`config.mk`:
```
export PLATFORM = sky130hd
export DESIGN_NAME = random_source_lfsr
export DESIGN_NICKNAME = d
export VERILOG_FILES = /design/src/rtl/random_source_lfsr.sv
export SDC_FILE = /design/constraint.sdc
export NUM_CORES = 1
export LEC_CHECK = 0
export BUFFER_PORTS_ARGS = -buffer_cell sky130_fd_sc_hd__buf_4
export CAP_MARGIN = 20
export CELL_PAD_IN_SITES_DETAIL_PLACEMENT = 0
export CELL_PAD_IN_SITES_GLOBAL_PLACEMENT = 1
export CORE_UTILIZATION = 40
export CTS_CLUSTER_DIAMETER = 30
export CTS_CLUSTER_SIZE = 24
export DETAILED_ROUTE_END_ITERATION = 8
export GPL_TIMING_DRIVEN = 0
export PLACE_DENSITY_LB_ADDON = 0.1
export SLEW_MARGIN = 20
export SYNTH_ARGS = -nofsm -noshare
export SYNTH_HDL_FRONTEND = slang
export SYNTH_SLANG_ARGS = --single-unit
```
`constraint.sdc`:
```
create_clock -name clk -period 2.19 [get_ports clk]
set_input_delay 0.438 -clock clk [delete_from_list [all_inputs] [get_ports clk]]
set_output_delay 0.438 -clock clk [all_outputs]
set_load 0.02 [all_outputs]
```
`src/rtl/random_source_lfsr.sv`:
```
// Seedable 16-bit Galois LFSR random source with a valid/ready handshake,
// optional post-seed warm-up and a wrapping accepted-word counter.
module random_source_lfsr #(
  parameter int unsigned            LFSR_WIDTH   = 16,
  parameter int unsigned            OUT_WIDTH    = 7,
  parameter logic [LFSR_WIDTH-1:0]  TAPS         = 16'hB400,
  parameter logic [LFSR_WIDTH-1:0]  DEFAULT_SEED = 16'hACE1,
  parameter int unsigned            WARMUP       = 8
) (
  input  logic                  clk,
  input  logic                  rst,
  input  logic                  seed_load,
  input  logic [LFSR_WIDTH-1:0] seed_in,
  input  logic                  enable,
  output logic [OUT_WIDTH-1:0]  random_out,
  output logic                  random_valid,
  input  logic                  random_ready,
  output logic [15:0]           draw_count,
  output logic                  busy
);

  localparam int unsigned WCW = (WARMUP > 1) ? $clog2(WARMUP) : 1;
  localparam logic [WCW-1:0] WARM_LAST = WCW'((WARMUP == 0) ? 0 : WARMUP - 1);

  typedef enum logic {S_WARMUP, S_RUN} state_t;
  localparam state_t INIT_STATE = (WARMUP != 0) ? S_WARMUP : S_RUN;
  localparam logic   INIT_BUSY  = (WARMUP != 0);

  state_t                  state;
  logic [LFSR_WIDTH-1:0]   lfsr;
  logic [WCW-1:0]          warm_cnt;

  function automatic logic [LFSR_WIDTH-1:0] lfsr_step(input logic [LFSR_WIDTH-1:0] v);
    return (v >> 1) ^ (v[0] ? TAPS : '0);
  endfunction

  assign random_out = lfsr[OUT_WIDTH-1:0];

  // seed_load outranks an accept in the same cycle, so that word is dropped uncounted.
  always_ff @(posedge clk or posedge rst) begin
    if (rst) begin
      state        <= INIT_STATE;
      lfsr         <= DEFAULT_SEED;
      warm_cnt     <= '0;
      random_valid <= 1'b0;
      draw_count   <= '0;
      busy         <= INIT_BUSY;
    end else if (seed_load) begin
      state        <= INIT_STATE;
      lfsr         <= (seed_in == '0) ? DEFAULT_SEED : seed_in;
      warm_cnt     <= '0;
      random_valid <= 1'b0;
      busy         <= INIT_BUSY;
    end else begin
      case (state)
        S_WARMUP: begin
          lfsr <= lfsr_step(lfsr);
          if (warm_cnt == WARM_LAST) begin
            state    <= S_RUN;
            busy     <= 1'b0;
            warm_cnt <= '0;
          end else begin
            warm_cnt <= warm_cnt + 1'b1;
          end
        end
        S_RUN: begin
          if (random_valid && random_ready) begin
            lfsr         <= lfsr_step(lfsr);
            draw_count   <= draw_count + 16'd1;
            random_valid <= enable;
          end else if (!random_valid && enable) begin
            random_valid <= 1'b1;
          end
        end
        default: begin
          state <= INIT_STATE;
          busy  <= INIT_BUSY;
        end
      endcase
    end
  end

endmodule
```
==> run metrics <==
post-placement worst setup slack 0.0703 ns; power density over the cells 623 mW/mm²; number of maximum-capacitance violations 0; worst reg2reg path endpoint draw_count[11]$_DFFE_PP0P_; Total Power around 1.4 mW; element type at the critical path end flip-flop; Area Overhead vs Synth 27.4%; Vias per Instance 5.22; Rows 24; combinational share of power 0.140; buffer levels on the longest clock path 2; NetSw 0.365 mW; proportion of layout cells with a drive suffix above 1 0.329; residual overflow from global routing 0; final antenna-violating net count 0; Setup TNS Final 0 ns; IR drop worst, VDD 0.275 mV; wirelength, routed 4040 µm; Cell variety after synth 29; final-stage net count 251; Required @ worst endpoint approximately 2.4 ns; insertion delay of the later-clocked pin in the worst-skew pair 0.29 ns; startpoint of the most critical setup path state$_DFF_PP0_; combinational family with the most area after synthesis simple AND/OR/NAND/NOR gates; global-route wire length before repair 7170 µm; instance count of the mapped netlist 175; initial DRC count 110; detailed-router iteration count before antenna repair 4; Synth Area in Simple Gates 0.162; fraction of power spent switching nets 0.253; synthesized flop and latch total 38; worst slew pin tran between 0.6 and 0.7 ns; Rel. slew slack 0.547; final setup violation count 0; Post-Syn Area 0.00182 mm²; RePlAce Congestion around 0.74; hold_buf cts 0; die span in x about 69 µm; Num Clock Sinks 38; Synthesized Nets 199; CTS Buf Count 5; adder and majority cell fraction of the synthesized area 0.0206; parity-gate share of the synthesized area counting xor and xnor cells 0.0867; overall fraction of global-route tracks in use 0.187; standby leakage power roughly 1.1 nW; average routed wire per standard cell 14.4 µm; Max Fanout on Critical Path 10; part of the total power dissipated in the clock network 0.318; fraction of the cycle the final worst path needs 0.870; master cell of the clock root buffer clkbuf_8; unrepaired setup endpoints after global routing no; leading post-synthesis cells by cell area dfrtp_1 40%, dfstp_2 13%, xnor2_1 6.3%; vias in the first global route 1495; biggest area consumer among synthesized cells dfrtp_1; post-CTS setup-driven buffer insertion count 0; sequential share of power 0.542; Die Footprint approximately 0.0048 mm²; nature of the critical path startpoint flip-flop; Crit Path Category flip-flop to flip-flop; Max Transition Viols Final 0; final HPWL from detailed placement 2990 µm; internal reg-to-reg setup slack 0.29 ns; Critical Path AT 2.09 ns; Resize count post-CTS 0; via count 1462; peak clock frequency supported by timing 525 MHz; sequential element share of the synthesized area 0.529; startpoint of the lowest-slack register-to-register path state$_DFF_PP0_; area share of the largest cell type after synthesis 0.399; pin count of the biggest net entering global routing 26; time the worst path needs with I/O delays and setup 1.91 ns; core outline area 0.00435 mm²; worst-case setup margin in the final layout 0.285 ns; Remaining DRCs 0; path class of the lowest-slack min-delay path input pin to async pin; Buffers on Ports 44; Starting Density 0.418; synthesized-area fraction occupied by ao, oa, aoi and oai cells 0.103; post-synthesis mux area share 0.0495; status finished, final reports clean; synthesized area per cell 10.4 µm²; Internal Power 1.08 mW; worst setup path end draw_count[11]$_DFFE_PP0P_; number of cells traversed by the worst register-to-register path 5; number of warnings issued by yosys 0; clk slew on worst S/H paths about 0.080 ns; number of top-level pins 46; number of endpoints with negative hold slack in the final report 0; Clock Skews 0.00699 ns; n_diodes 0; number of levels in the clock H-tree 2; Die Y 69.4 µm; clock tree from TritonCTS yes; number of antenna violations at the first check in global routing 0
-- stage by stage --
step	hold slack, ns	instances	instance area [µm²]	util
floorplan	0.445	175	1820	-
global placement	0.452	271	2210	0.509
detailed placement	0.422	272	2230	0.513
CTS	0.109	280	2320	0.532
global route	0.119	280	2320	0.532
finish	0.103	280	2320	0.532
-- placed cells by master (no fill, tap or decap), drive strengths merged --
cell     n
a21o     1
ha       3
nor4     1
inv      1
o22ai    8
clkinv   2
nand2b   2
or4      4
o41ai    1
o21ai   16
clkbuf  11
nand3   10
xor2     5
a22oi    1
xnor2   13
and3     2
nand4    3
a21oi    3
buf     55
nand4b   1
mux2i    9
dfrtp   29
nor2    11
dfstp    9
nand2   25
nor3     2
-- registers in the layout, summed over array words and instances (netlist names) --
name,flops
draw_count,16
lfsr,16
warm_cnt,3
busy,1
random_valid,1
state,1
-- layout make-up --
| cell class | count | area [µm²] |
|---|---|---|
| Buffer | 15 | 85.1 |
| Clock buffer | 6 | 72.6 |
| Clock inverter | 2 | 10.0 |
| Fill cell | 411 | 2040 |
| Inverter | 1 | 3.75 |
| Multi-Input combinational cell | 121 | 768 |
| Sequential cell | 38 | 962 |
| Tap cell | 52 | 65.1 |
| Timing Repair Buffer | 45 | 350 |
-- how the worst min path moves through the flow --
stage	from	to	slack, ns	depth (start not counted)
floorplan	lfsr[10]$_DFFE_PP1P_	lfsr[10]$_DFFE_PP1P_	0.44	2
global placement	lfsr[10]$_DFFE_PP1P_	lfsr[10]$_DFFE_PP1P_	0.45	2
detailed placement	rst	draw_count[0]$_DFFE_PP0P_	0.42	2
CTS	rst	draw_count[14]$_DFFE_PP0P_	0.11	2
global route	rst	draw_count[12]$_DFFE_PP0P_	0.12	2
finish	rst	draw_count[12]$_DFFE_PP0P_	0.10	2
-- metal layers --
| metal | up-vias | routed length [µm] | track usage |
|---|---|---|---|
| li1 | 702 | - | - |
| met5 | - | 0 | 0 |
| met4 | 0 | 38 | 0.0499 |
| met1 | 713 | 1960 | 0.263 |
| met3 | 4 | 220 | 0.0494 |
| met2 | 43 | 1820 | 0.286 |
-- cells in the mapped netlist, drive strengths merged --
cell,n
dfrtp,29
nand2,25
o21ai,16
xnor2,13
nor2,11
buf,10
nand3,10
dfstp,9
mux2i,9
o22ai,8
clkbuf,5
xor2,5
or4,4
a21oi,3
ha,3
nand4,3
and3,2
nand2b,2
nor3,2
a21o,1
a22oi,1
inv,1
nand4b,1
nor4,1
o41ai,1
-- critical path, cell delays in order (launching register included) --
cell and delay [ns]:
dfrtp_1 0.32, buf_2 0.20, nand4b_1 0.27, nor4_1 0.69
nand3_1 0.17, xnor2_1 0.15
-- cells by family after synthesis --
| kind of cell | after synthesis |
|---|---|
| multiplexers | 9 |
| AO/OA/AOI/OAI | 30 |
| XOR/XNOR | 18 |
| flip-flops | 38 |
| buffers and inverters | 16 |
| AND/OR/NAND/NOR | 61 |
| adder cells (fa/ha/maj) | 3 |
-- power groups by stage --
stage                     sequential (mW)  clock [mW]  combinational (mW)
after floorplan                     0.788           0               0.125
after global placement              0.792           0               0.194
after detailed placement            0.795           0               0.203
after CTS                           0.782       0.476               0.204
after global routing                0.789       0.512               0.225
final                               0.782       0.459               0.202
Power figures use the tool's default switching activity.
